### src/rtl/stack_op_sequencer.sv
// Stack instruction sequencer: expands one stack-machine instruction into the
// push/pop/overwrite strobes of the downstream data stack, refusing ops that
// would underflow or overflow it, and reports status and result to the issuer.
//
// state | meaning
// IDLE  | waiting for a command, cmd_ready high
// PUSH  | stk_push/stk_data_write strobe cycle (PUSH, DUP)
// EXEC  | reg1 overwrite with the binary-op result
// POP   | stk_pop/stk_data_read strobe cycle (POP, binary ops)
// DONE  | done pulse, status/result/carry presented
module stack_op_sequencer #(
    parameter int WIDTH  = 16,
    parameter int DEPTH  = 128,
    parameter int SIZE_W = 16
) (
    input  logic              clk,
    input  logic              async_reset,
    input  logic              cmd_valid,
    output logic              cmd_ready,
    input  logic [2:0]        cmd_op,
    input  logic [WIDTH-1:0]  cmd_imm,
    input  logic [WIDTH-1:0]  stk_top,
    input  logic [WIDTH-1:0]  stk_second,
    input  logic [SIZE_W-1:0] stk_size,
    output logic              stk_push,
    output logic              stk_pop,
    output logic              stk_data_write,
    output logic              stk_data_read,
    output logic              stk_reg1_overwrite,
    output logic [WIDTH-1:0]  stk_reg0_in,
    output logic [WIDTH-1:0]  stk_reg1_in,
    output logic              done,
    output logic [1:0]        status,
    output logic [WIDTH-1:0]  result,
    output logic              carry
);

    typedef enum logic [2:0] {S_IDLE, S_PUSH, S_EXEC, S_POP, S_DONE} state_t;

    localparam logic [2:0] OP_NOP  = 3'd0;
    localparam logic [2:0] OP_PUSH = 3'd1;
    localparam logic [2:0] OP_DUP  = 3'd2;
    localparam logic [2:0] OP_POP  = 3'd3;
    localparam logic [2:0] OP_ADD  = 3'd4;
    localparam logic [2:0] OP_SUB  = 3'd5;
    localparam logic [2:0] OP_AND  = 3'd6;
    localparam logic [2:0] OP_XOR  = 3'd7;

    localparam logic [1:0] ST_OK   = 2'd0;
    localparam logic [1:0] ST_UNDR = 2'd1;
    localparam logic [1:0] ST_OVFL = 2'd2;

    localparam logic [SIZE_W-1:0] SIZE_FULL = SIZE_W'(DEPTH - 1);
    localparam logic [SIZE_W-1:0] SIZE_TWO  = SIZE_W'(2);

    state_t             state_q, state_d;
    logic               push_q, push_d;
    logic               pop_q, pop_d;
    logic               ow_q, ow_d;
    logic               done_q, done_d;
    logic [WIDTH-1:0]   reg0_q, reg0_d;
    logic [WIDTH-1:0]   reg1_q, reg1_d;
    logic [1:0]         status_q, status_d;
    logic [WIDTH-1:0]   result_q, result_d;
    logic               carry_q, carry_d;
    // Result and carry captured at accept for ops that finish later.
    logic [WIDTH-1:0]   cap_val_q, cap_val_d;
    logic               cap_carry_q, cap_carry_d;

    logic               accept;
    logic [WIDTH:0]     sum_w, diff_w;
    logic [WIDTH-1:0]   acc_val;
    logic               acc_carry;
    logic [1:0]         acc_status;

    assign cmd_ready = (state_q == S_IDLE);
    assign accept    = cmd_valid && cmd_ready;

    // Decode the offered command against the live stack view (used only at accept).
    always_comb begin
        sum_w      = {1'b0, stk_second} + {1'b0, stk_top};
        diff_w     = {1'b0, stk_second} - {1'b0, stk_top};
        acc_val    = stk_top;
        acc_carry  = 1'b0;
        acc_status = ST_OK;
        case (cmd_op)
            OP_PUSH: begin
                acc_val = cmd_imm;
                if (stk_size >= SIZE_FULL) acc_status = ST_OVFL;
            end
            OP_DUP: begin
                if (stk_size >= SIZE_FULL) acc_status = ST_OVFL;
            end
            OP_POP: begin
                if (stk_size == '0) acc_status = ST_UNDR;
            end
            OP_ADD: begin
                acc_val   = sum_w[WIDTH-1:0];
                acc_carry = sum_w[WIDTH];
            end
            OP_SUB: begin
                acc_val   = diff_w[WIDTH-1:0];
                acc_carry = diff_w[WIDTH];
            end
            OP_AND:  acc_val = stk_second & stk_top;
            OP_XOR:  acc_val = stk_second ^ stk_top;
            default: ;
        endcase
        if (cmd_op >= OP_ADD && stk_size < SIZE_TWO) acc_status = ST_UNDR;
        // A refused op reports no carry.
        if (acc_status != ST_OK) acc_carry = 1'b0;
    end

    // State register plus all registered outputs; reset abandons any op in flight.
    always_ff @(posedge clk) begin
        if (async_reset) begin
            state_q     <= S_IDLE;
            push_q      <= 1'b0;
            pop_q       <= 1'b0;
            ow_q        <= 1'b0;
            done_q      <= 1'b0;
            reg0_q      <= '0;
            reg1_q      <= '0;
            status_q    <= ST_OK;
            result_q    <= '0;
            carry_q     <= 1'b0;
            cap_val_q   <= '0;
            cap_carry_q <= 1'b0;
        end else begin
            state_q     <= state_d;
            push_q      <= push_d;
            pop_q       <= pop_d;
            ow_q        <= ow_d;
            done_q      <= done_d;
            reg0_q      <= reg0_d;
            reg1_q      <= reg1_d;
            status_q    <= status_d;
            result_q    <= result_d;
            carry_q     <= carry_d;
            cap_val_q   <= cap_val_d;
            cap_carry_q <= cap_carry_d;
        end
    end

    // Next-state: refused ops go straight to DONE without touching the stack.
    always_comb begin
        state_d = state_q;
        case (state_q)
            S_IDLE: begin
                if (accept) begin
                    if (acc_status != ST_OK || cmd_op == OP_NOP) state_d = S_DONE;
                    else if (cmd_op == OP_PUSH || cmd_op == OP_DUP) state_d = S_PUSH;
                    else if (cmd_op == OP_POP) state_d = S_POP;
                    else state_d = S_EXEC;
                end
            end
            S_PUSH:  state_d = S_DONE;
            S_EXEC:  state_d = S_POP;
            S_POP:   state_d = S_DONE;
            S_DONE:  state_d = S_IDLE;
            default: state_d = S_IDLE;
        endcase
    end

    // Output next values, registered so each strobe lines up with its state.
    always_comb begin
        push_d      = (state_d == S_PUSH);
        pop_d       = (state_d == S_POP);
        ow_d        = (state_d == S_EXEC);
        done_d      = (state_d == S_DONE);
        reg0_d      = reg0_q;
        reg1_d      = reg1_q;
        status_d    = status_q;
        result_d    = result_q;
        carry_d     = carry_q;
        cap_val_d   = cap_val_q;
        cap_carry_d = cap_carry_q;
        if (accept) begin
            cap_val_d   = acc_val;
            cap_carry_d = acc_carry;
        end
        if (accept && state_d == S_PUSH) reg0_d = acc_val;
        if (accept && state_d == S_EXEC) reg1_d = acc_val;
        if (state_d == S_DONE) begin
            if (state_q == S_IDLE) begin
                status_d = acc_status;
                result_d = acc_val;
                carry_d  = acc_carry;
            end else begin
                status_d = ST_OK;
                result_d = cap_val_q;
                carry_d  = cap_carry_q;
            end
        end
    end

    assign stk_push           = push_q;
    assign stk_data_write     = push_q;
    assign stk_pop            = pop_q;
    assign stk_data_read      = pop_q;
    assign stk_reg1_overwrite = ow_q;
    assign stk_reg0_in        = reg0_q;
    assign stk_reg1_in        = reg1_q;
    assign done               = done_q;
    assign status             = status_q;
    assign result             = result_q;
    assign carry              = carry_q;

endmodule

### config.mk
export PLATFORM = sky130hd
export DESIGN_NAME = stack_op_sequencer
export DESIGN_NICKNAME = d
export VERILOG_FILES = /design/src/rtl/stack_op_sequencer.sv
export SDC_FILE = /design/constraint.sdc
export NUM_CORES = 1
export LEC_CHECK = 0
export ABC_CLOCK_PERIOD_IN_PS = 4800
export BUFFER_PORTS_ARGS = -buffer_cell sky130_fd_sc_hd__buf_2
export CORE_MARGIN = 2
export CORE_UTILIZATION = 59
export CTS_CLUSTER_DIAMETER = 40
export DETAILED_ROUTE_END_ITERATION = 6
export PLACE_DENSITY = 0.87
export RECOVER_POWER = 50
export SYNTH_ARGS = -nofsm -noshare
export SYNTH_HDL_FRONTEND = slang
export SYNTH_SLANG_ARGS = --single-unit
### constraint.sdc
create_clock -name clk -period 4.8 [get_ports clk]
set_clock_uncertainty 0.1 [all_clocks]
set_input_delay 0.72 -clock clk [delete_from_list [all_inputs] [get_ports clk]]
set_output_delay 0.72 -clock clk [all_outputs]
set_load 0.1 [all_outputs]
==> reports/qor.csv, run 1 <==
stage,metric,value,unit
clock_tree,cts_htree_levels,3,
pwr,seqPwrFrac,31.6,%
layout,area_growth_syn_to_layout,15.3,%
floorplan,dieArea,9890,µm²
placed_design,place.gp.congestion,1.03,
global_route,antenna_found_initial,0,
synth,synthDistinctLibCells,79,
clock_tree,clkTransAtPathRegs,0.08,ns
timing,fmax,279,MHz
placed_design,io_buffers,127,
clock_tree,cts_tree,yes,
worst_setup_path,worstPathRequired,4.93,ns
pwr,fin_total_pwr,2.25,mW
layout,fin_nets,929,
status,status,completed,
floorplan,core,8760,µm²
timing,setup_viol,0,
global_route,grtUsageTotal,36.0,%
synth,yosys.area_share.adder,8.20,%
placed_design,dp_hpwl,13200,µm
timing,fin_hold_ws,0.357,ns
synth,synth_compound_area_share,31.6,%
timing,min_period,3.58,ns
worst_setup_path,arrival,3.72,ns
detailed_routing,first_pass_iters,7,
floorplan,start_util,61.3,%
synth,synth_top_family_by_area,compound AO/OA/AOI/OAI gates,
global_route,grt.overflow.total,0,
clock_tree,clk_latency,0.35,ns
clock_tree,clk_path_buf_depth,2,
global_route,grt_max_degree,44,
timing,slew_headroom,20.4,%
synth,yosysWarnings,0,
global_route,grt_pass1_vias,5770,
synth,synth_edf_count,0,
global_route,grt_pass1_wl,28600,µm
timing,worst_slew_pin_slew,1.20,ns
detailed_routing,via_count,6053,
timing,final_hold_viol_count,0,
pwr,power.switching,0.950,mW
pwr,irDropWorstVdd,0.300,mV
detailed_routing,ant_nets,0,
synth,synth_simple_gate_area_share,21.5,%
synth,synth_xor_xnor_area_share,0.652,%
clock_tree,hold_buffers,0,
timing,rsz0062_at_grt,false,
worst_setup_path,path_buf_inv,2,
timing,final_max_slew_viol_count,0,
layout,post_route_cells_drive_above_1_share,15.2,%
layout,mostFrequentLayoutCell,nand2_1,
worst_setup_path,cp_top_family,simple AND/OR/NAND/NOR gates,
placed_design,dp.cells,922,
clock_tree,clock-sinks,75,
floorplan,ios,128,
synth,ys_seq_area_share,27.9,%
floorplan,rows,34,
synth,synth-seq-cells,75,
layout,antenna_cells,0,
floorplan,die_w,99.4,µm
job,maxCapViolations,0,
pwr,switching_share,42.3,%
worst_setup_path,crit_type,in2reg,
detailed_routing,drtIter0Drc,540,
synth,syn_inst,727,
worst_setup_path,reg2reg_setup_slack,1.89,ns
synth,synth_area_per_cell,7.39,µm²
clock_tree,cts_setup_buffers,0,
pwr,comb_power_share,40.0,%
clock_tree,cts_resized,0,
worst_setup_path,cp_cell_sequence,clkbuf_1 -> nand2b_1 -> a21oi_1 -> o21a_1 -> nor3_1 -> nand2_1 -> buf_4 -> a22oi_1 -> nor2_1,
worst_setup_path,critPathMaxFanout,16,
pwr,clock_power_share,28.4,%
synth,async_flop_share,0,%
timing,tns,0,ns
pwr,power.internal,1.30,mW
clock_tree,root_buffer,clkbuf_8,
timing,finalCritPeriodShare,74.7,%
worst_setup_path,endpoint_kind,flip-flop,
detailed_routing,totalWireLength,18000,µm
detailed_routing,wl_per_cell,19.2,µm
pwr,power.leakage,2.62,nW
detailed_routing,drc,0,
layout,final_cell_mix,"95 x nand2_1, 93 x nor2_1, 76 x a21oi_1",
layout,fillers,740,
detailed_routing,viasPerCell,6.45,
clock_tree,cts_buffers,9,
worst_setup_path,crit_path_top_delay_cell,nand2_1,
synth,synthFlopType,dfxtp_1,
synth,syn_area,5370,µm²
min_path,hold_path.class,reg2reg,
layout,stdcell_count,938,
synth,synth.area.mux_share,2.82,%
pwr,p_per_area,362,nW/µm²
synth,synth_fp_nets,831,
worst_setup_path,cpPeakStageDelay,0.61,ns
floorplan,die_h,99.4,µm
worst_setup_path,start_kind,input pin,
worst min-delay path: stages, from the launching register on:
cell,delay (ns)
dfxtp_1,0.31
nand2_1,0.05
a21oi_1,0.05
power by group through the flow:
stage | logic (mW) | clock network (mW) | registers [mW]
floorplan | 0.424 | 0 | 0.984
global placement | 0.873 | 0 | 0.717
detailed placement | 0.889 | 0 | 0.720
CTS | 0.896 | 0.638 | 0.707
global route | 0.954 | 0.661 | 0.715
finish | 0.897 | 0.639 | 0.709
metal layers:
layer	global-route usage [%]	up-vias	part of all wire, %
li1	-	2804	-
met1	45.3	2806	40
met2	61.0	393	48
met3	6.54	50	8.9
met4	14.2	0	3.2
met5	0	-	0
synth_stat cells, types with 10 or more instances:
cell type,count,area (µm²)
nand2_1,95,357
a21oi_1,76,380
a211oi_1,21,158
nand3_1,13,65.1
nor3_1,20,100
dfxtp_1,75,1500
clkbuf_1,30,113
a22oi_1,11,82.6
nor2_1,93,349
buf_2,13,65.1
a31oi_1,10,62.6
ha_1,32,400
mux2i_1,14,140
inv_1,37,139
o21ai_0,27,135
sequential cells by signal, summed over array words and instances (netlist names):
signal,flops
cap_carry_q,1
cap_val_q,16
carry,1
done,1
result,16
state_q,3
status,2
stk_data_read,1
stk_data_write,1
stk_reg0_in,16
stk_reg1_in,16
stk_reg1_overwrite,1
final timing paths:
| kind | from | endpoint | cells after the start |
|---|---|---|---|
| worst max-delay path | cmd_op[1] | stk_reg0_in[14]$_SDFFE_PP0P_ | 9 |
| worst min-delay path | cap_val_q[5]$_SDFFE_PP0P_ | cap_val_q[5]$_SDFFE_PP0P_ | 2 |
| worst max register to register | state_q[2]$_SDFF_PP0_ | stk_reg0_in[14]$_SDFFE_PP0P_ | 8 |
| worst min register to register | cap_val_q[5]$_SDFFE_PP0P_ | cap_val_q[5]$_SDFFE_PP0P_ | 2 |
layout make-up:
type	count	area, µm²	share of cell area [%]
Timing Repair Buffer	139	651	10.5
Tap cell	108	135	2.18
Multi-Input combinational cell	557	3480	56.2
Clock buffer	10	128	2.06
Inverter	43	161	2.60
Clock inverter	6	138	2.22
Sequential cell	75	1500	24.2
metrics by stage:
step / cell area (µm²) / utilization [%] / worst slack, ns
2_1_floorplan: 5370 / - / 1.63
3_5_place_dp: 6010 / 68.5 / 1.15
5_1_grt: 6200 / 70.7 / 1.07
4_1_cts: 6270 / 71.6 / 1.44
3_3_place_gp: 6010 / 68.5 / 1.22
6_report: 6200 / 70.7 / 1.22
logic make-up (layout without fill, tap and decap cells):
group | after synthesis | after routing
DFF | 75 | 75
adders and majority gates | 34 | 34
and+or+nand+nor | 262 | 262
xor gates and xnor gates | 4 | 4
muxes | 15 | 15
buffers and inverters | 95 | 198
AOI/OAI and AO/OA | 242 | 242
No activity file was read; power rests on OpenSTA's default activity.
==> run 2, diff against run 1 <==
--- a/config.mk
+++ b/config.mk
@@ -5,13 +5,13 @@
 export SDC_FILE = /design/constraint.sdc
 export NUM_CORES = 1
 export LEC_CHECK = 0
-export ABC_CLOCK_PERIOD_IN_PS = 4800
+export ABC_CLOCK_PERIOD_IN_PS = 3010
 export BUFFER_PORTS_ARGS = -buffer_cell sky130_fd_sc_hd__buf_2
 export CORE_MARGIN = 2
-export CORE_UTILIZATION = 59
+export CORE_UTILIZATION = 50
 export CTS_CLUSTER_DIAMETER = 40
 export DETAILED_ROUTE_END_ITERATION = 6
-export PLACE_DENSITY = 0.87
+export PLACE_DENSITY = 0.78
 export RECOVER_POWER = 50
 export SYNTH_ARGS = -nofsm -noshare
 export SYNTH_HDL_FRONTEND = slang
==> constraint.sdc (replaced) <==
create_clock -name clk -period 3.01 [get_ports clk]
set_clock_uncertainty 0.1 [all_clocks]
set_input_delay 0.4515 -clock clk [delete_from_list [all_inputs] [get_ports clk]]
set_output_delay 0.4515 -clock clk [all_outputs]
set_load 0.1 [all_outputs]
==> reports/qor.csv, run 2 (synthesized netlist as in run 1, its figures left out) <==
stage,metric,value,unit,change
status,status,completed,,
pwr,power.internal,1.94,mW,+50%
placed_design,dp.cells,1028,,+11%
layout,final_area,6760,µm²,+9.0%
floorplan,start_util,51.8,%,-9.5 points
timing,final_hold_viol_count,0,,unchanged
pwr,switching_share,43.5,%,+1.2 points
global_route,grt_pass1_wl,30100,µm,+5.3%
floorplan,ios,128,,unchanged
layout,post_route_cells_drive_above_1_share,22.4,%,+7.2 points
pwr,clock_power_share,22.5,%,-5.9 points
pwr,power.switching,1.50,mW,+58%
timing,tns,0,ns,unchanged
timing,layout_setup_ws,0.185,ns,-1.03 ns
floorplan,die_h,108,µm,+8.3%
floorplan,rows,37,,+8.8%
worst_setup_path,endpoint_kind,flip-flop,,
detailed_routing,totalWireLength,18900,µm,+5.0%
clock_tree,cts_htree_levels,3,,unchanged
timing,finalCritPeriodShare,93.9,%,
layout,mostFrequentLayoutCell,nand2_1,,
pwr,p_per_area,509,nW/µm²,+41%
worst_setup_path,crit_type,in2reg,,
clock_tree,hold_buffers,0,,unchanged
timing,fmax,354,MHz,
layout,fin_util,65.1,%,-5.6 points
global_route,grt_max_degree,45,,+2.3%
floorplan,core,10400,µm²,+18%
clock_tree,cts_tree,yes,,
layout,stdcell_count,1043,,+11%
pwr,fin_total_pwr,3.44,mW,+53%
detailed_routing,wl_per_cell,18.1,µm,-5.6%
global_route,grt_pass1_vias,5952,,+3.2%
layout,final_cell_mix,"95 x nand2_1, 93 x nor2_1, 86 x buf_4",,
placed_design,place.gp.congestion,1.04,,+0.41%
floorplan,dieArea,11600,µm²,+17%
pwr,power.leakage,2.97,nW,+13%
layout,antenna_cells,0,,unchanged
timing,fin_hold_ws,0.358,ns,+0.000425 ns
pwr,irDropWorstVdd,0.507,mV,+69%
pwr,seqPwrFrac,32.8,%,+1.2 points
worst_setup_path,critPathMaxFanout,6,,-10
detailed_routing,drc,0,,unchanged
clock_tree,clk_latency,0.37,ns,+0.02 ns
detailed_routing,ant_nets,0,,unchanged
worst_setup_path,start_kind,input pin,,
clock_tree,clk_path_buf_depth,2,,unchanged
layout,fin_nets,1007,,+8.4%
timing,slew_headroom,17.4,%,-3.0 points
clock_tree,root_buffer,clkbuf_8,,
detailed_routing,via_count,6205,,+2.5%
timing,min_period,2.82,ns,
timing,final_max_slew_viol_count,0,,unchanged
min_path,hold_path.class,reg2reg,,
timing,rsz0062_at_grt,false,,
clock_tree,cts_buffers,9,,unchanged
clock_tree,clock-sinks,75,,unchanged
placed_design,dp_hpwl,14400,µm,+9.4%
placed_design,dpl_cell_area,6640,µm²,+11%
worst_setup_path,arrival,2.97,ns,-0.75 ns
layout,area_growth_syn_to_layout,25.7,%,
global_route,grtUsageTotal,33.2,%,-2.8 points
job,maxCapViolations,0,,unchanged
detailed_routing,viasPerCell,5.95,,-7.8%
timing,worst_slew_pin_slew,1.24,ns,+0.0447 ns
global_route,grt.overflow.total,0,,unchanged
timing,setup_viol,0,,unchanged
placed_design,io_buffers,127,,unchanged
placed_design,pre_cts_ws,-0.231,ns,-1.38 ns
detailed_routing,drtIter0Drc,482,,-11%
global_route,antenna_found_initial,0,,unchanged
floorplan,die_w,108,µm,+8.3%
clock_tree,cts_setup_buffers,0,,unchanged
clock_tree,clkTransAtPathRegs,0.07,ns,about the same
detailed_routing,first_pass_iters,6,,-1
clock_tree,cts_resized,0,,unchanged
pwr,comb_power_share,44.7,%,+4.7 points
worst_setup_path,worstPathRequired,3.16,ns,-1.77 ns
[run 2: cell types whose count changed in the layout (fill, tap and decap cells not counted), sizes merged]
cell / before / now
clkbuf: 70 / 73
buf: 79 / 157
clkinv: 2 / 1
bufinv: 4 / 1
[run 2: worst paths after layout]
check	start	endpoint	slack [ns]	cells after the start
setup reg to reg	state_q[2]$_SDFF_PP0_	result[2]$_SDFFE_PP0N_	0.46	9
hold reg to reg	cap_val_q[3]$_SDFFE_PP0P_	cap_val_q[3]$_SDFFE_PP0P_	0.36	2
hold / removal	cap_val_q[3]$_SDFFE_PP0P_	cap_val_q[3]$_SDFFE_PP0P_	0.36	2
setup / recovery	stk_top[2]	result[14]$_SDFFE_PP0N_	0.19	12
[run 2: power groups by stage]
stage          Combinational, mW  Clock, mW  Sequential [mW]
2_1_floorplan              0.677          0             1.57
3_3_place_gp                1.51          0             1.14
3_5_place_dp                1.54          0             1.15
4_1_cts                     1.54      0.777             1.13
5_1_grt                     1.65      0.821             1.14
6_report                    1.54      0.775             1.13
[run 2: area by class of cell]
cell class / count / area (µm²)
clock buffers: 13 / 159
clock inverters: 2 / 35.0
fillers: 951 / 3610
inverters: 43 / 161
multi-input cells: 557 / 3490
flip-flops and latches: 75 / 1500
well taps: 136 / 170
repair buffers: 217 / 1240
[run 2: per-layer routing]
metal | vias up | wire length [µm] | global-route usage, %
met3 | 57 | 1340 | 7.20
li1 | 2966 | - | -
met1 | 2906 | 7610 | 39.8
met2 | 276 | 9160 | 56.7
met4 | 0 | 799 | 14.4
met5 | - | 0 | 0
[run 2: critical path, stage by stage]
cell,delay (ns)
buf_2,0.10
inv_1,0.04
ha_1,0.38
nand2b_4,0.20
a221oi_4,0.35
o2111ai_2,0.20
o21ai_1,0.27
a311o_1,0.28
mux2i_1,0.23
o21ai_2,0.11
a221oi_2,0.26
nor3_1,0.08
==> run 3, diff against run 2 <==
--- a/config.mk
+++ b/config.mk
@@ -8,11 +8,11 @@
 export ABC_CLOCK_PERIOD_IN_PS = 3010
 export BUFFER_PORTS_ARGS = -buffer_cell sky130_fd_sc_hd__buf_2
 export CORE_MARGIN = 2
-export CORE_UTILIZATION = 50
+export CORE_UTILIZATION = 37
 export CTS_CLUSTER_DIAMETER = 40
 export DETAILED_ROUTE_END_ITERATION = 6
-export PLACE_DENSITY = 0.78
 export RECOVER_POWER = 50
+export SLEW_MARGIN = 20
 export SYNTH_ARGS = -nofsm -noshare
 export SYNTH_HDL_FRONTEND = slang
 export SYNTH_SLANG_ARGS = --single-unit
==> reports/qor.csv, run 3 (synthesized netlist as in run 1, its figures left out) <==
stage,metric,value,unit,change
job,maxCapViolations,0,,unchanged
global_route,grtUsageTotal,23.3,%,-9.8 points
clock_tree,cts_buffers,9,,unchanged
worst_setup_path,endpoint_kind,flip-flop,,
clock_tree,cts_htree_levels,3,,unchanged
clock_tree,clk_path_buf_depth,2,,unchanged
pwr,irDropWorstVdd,0.313,mV,-38%
worst_setup_path,critPathMaxFanout,5,,-1
placed_design,place.gp.congestion,0.949,,-8.5%
detailed_routing,drc,0,,unchanged
layout,seqCellArea,1500,µm²,unchanged
clock_tree,clk_latency,0.33,ns,-0.04 ns
floorplan,start_util,37.4,%,-14 points
pwr,power.internal,2.22,mW,+14%
min_path,hold_path.class,reg2reg,,
pwr,fin_total_pwr,3.77,mW,+9.6%
detailed_routing,wl_per_cell,16.3,µm,-9.9%
clock_tree,hold_buffers,0,,unchanged
pwr,comb_power_share,41.5,%,-3.2 points
global_route,grt_max_degree,40,,-11%
floorplan,die_h,125,µm,+16%
floorplan,die_w,125,µm,+16%
clock_tree,root_buffer,clkbuf_16,,
layout,antenna_cells,0,,unchanged
pwr,p_per_area,532,nW/µm²,+4.3%
layout,stdcell_count,1111,,+6.5%
worst_setup_path,start_kind,input pin,,
detailed_routing,ant_nets,0,,unchanged
worst_setup_path,crit_path_start,stk_second[0],,
worst_setup_path,worstReg2RegStart,state_q[2]$_SDFF_PP0_,,
layout,fin_util,49.4,%,-16 points
pwr,seqPwrFrac,29.9,%,-2.9 points
detailed_routing,drtIter0Drc,422,,-12%
worst_setup_path,arrival,3.00,ns,+0.03 ns
detailed_routing,via_count,5948,,-4.1%
min_path,hold_start,status[0]$_SDFFE_PP0N_,,
pwr,power.leakage,3.12,nW,+4.9%
detailed_routing,first_pass_iters,5,,-1
detailed_routing,totalWireLength,18200,µm,-4.0%
timing,final_hold_viol_count,0,,unchanged
timing,layout_setup_ws,0.126,ns,-0.0596 ns
timing,min_period,2.88,ns,+0.0596 ns
placed_design,dp_hpwl,14400,µm,-0.35%
timing,fmax,347,MHz,-2.1%
floorplan,rows,44,,+19%
floorplan,dieArea,15500,µm²,+34%
layout,post_route_cells_drive_above_1_share,24.5,%,+2.1 points
layout,multi_input_area,3510,µm²,+0.79%
timing,slew_headroom,16.7,%,-0.75 points
timing,worst_slew_pin_slew,1.26,ns,+0.0113 ns
global_route,grt_pass1_vias,5720,,-3.9%
layout,final_area,7100,µm²,+5.1%
worst_setup_path,worstPathRequired,3.13,ns,-0.03 ns
placed_design,pre_cts_ws,-0.249,ns,-0.0182 ns
clock_tree,cts_tree,yes,,
clock_tree,clkTransAtPathRegs,0.06,ns,about the same
timing,setup_viol,0,,unchanged
layout,fin_nets,1026,,+1.9%
layout,mostFrequentLayoutCell,buf_4,,
pwr,power.switching,1.56,mW,+3.8%
layout,fillers,1463,,+54%
worst_setup_path,crit_type,in2reg,,
timing,rsz0062_at_grt,true,,
pwr,switching_share,41.2,%,-2.3 points
timing,final_max_slew_viol_count,0,,unchanged
clock_tree,clock-sinks,75,,unchanged
layout,final_cell_mix,"106 x buf_4, 95 x nand2_1, 93 x nor2_1",,
global_route,antenna_found_initial,0,,unchanged
placed_design,io_buffers,127,,unchanged
detailed_routing,viasPerCell,5.35,,-10%
timing,finalCritPeriodShare,95.8,%,+2.0 points
placed_design,dp.cells,1094,,+6.4%
global_route,grt.overflow.total,0,,unchanged
pwr,clock_power_share,28.6,%,+6.1 points
timing,fin_hold_ws,0.353,ns,-0.00484 ns
floorplan,ios,128,,unchanged
global_route,grt_pass1_wl,29300,µm,-2.5%
status,status,completed,,
placed_design,dpl_cell_area,6840,µm²,+2.9%
timing,tns,0,ns,unchanged
layout,area_growth_syn_to_layout,32.1,%,
floorplan,core,14400,µm²,+39%
## run 3: power groups by stage
stage / sequential (mW) / clock, mW / combinational, mW
floorplan: 1.57 / 0 / 0.677
global placement: 1.15 / 0 / 1.56
detailed placement: 1.15 / 0 / 1.57
CTS: 1.13 / 1.10 / 1.57
global route: 1.14 / 1.15 / 1.68
finish: 1.13 / 1.08 / 1.57
## run 3: final cells by class
type | count | share of cell area [%]
clock buffer | 10 | 3.37
clock inverter | 6 | 0.899
inverter | 43 | 2.27
multi-input combinational | 557 | 49.5
sequential | 75 | 21.2
tap | 184 | 3.24
timing repair buffer | 236 | 19.5
## run 3: repair_timing
action	4_1_cts	5_1_grt
setup endpoints to repair	0	4
buffers inserted	0	1
resized for setup	0	7
## run 3: path summary, 6_finish.rpt
kind | to | depth (start not counted) | slack [ns]
setup / recovery | result[12]$_SDFFE_PP0N_ | 14 | 0.13
hold / removal | status[0]$_SDFFE_PP0N_ | 2 | 0.35
setup reg to reg | cap_carry_q$_SDFFE_PP0P_ | 7 | 0.62
hold reg to reg | status[0]$_SDFFE_PP0N_ | 2 | 0.35
## run 3: layer usage
| metal | up-vias | GRT usage [%] | wire, µm |
|---|---|---|---|
| li1 | 2997 | - | - |
| met1 | 2719 | 30.4 | 8290 |
| met2 | 197 | 37.5 | 8250 |
| met3 | 35 | 5.46 | 1010 |
| met4 | 0 | 8.46 | 613 |
| met5 | - | 0 | 0 |
## run 3: critical path, cell delays in order
cell,delay (ns)
buf_2,0.10
inv_1,0.04
ha_1,0.15
inv_1,0.05
fa_1,0.40
a21oi_2,0.25
o31ai_4,0.11
a221o_2,0.46
a31o_1,0.25
a211oi_2,0.26
mux2_4,0.20
o22ai_4,0.08
o21ai_4,0.10
a21oi_1,0.09
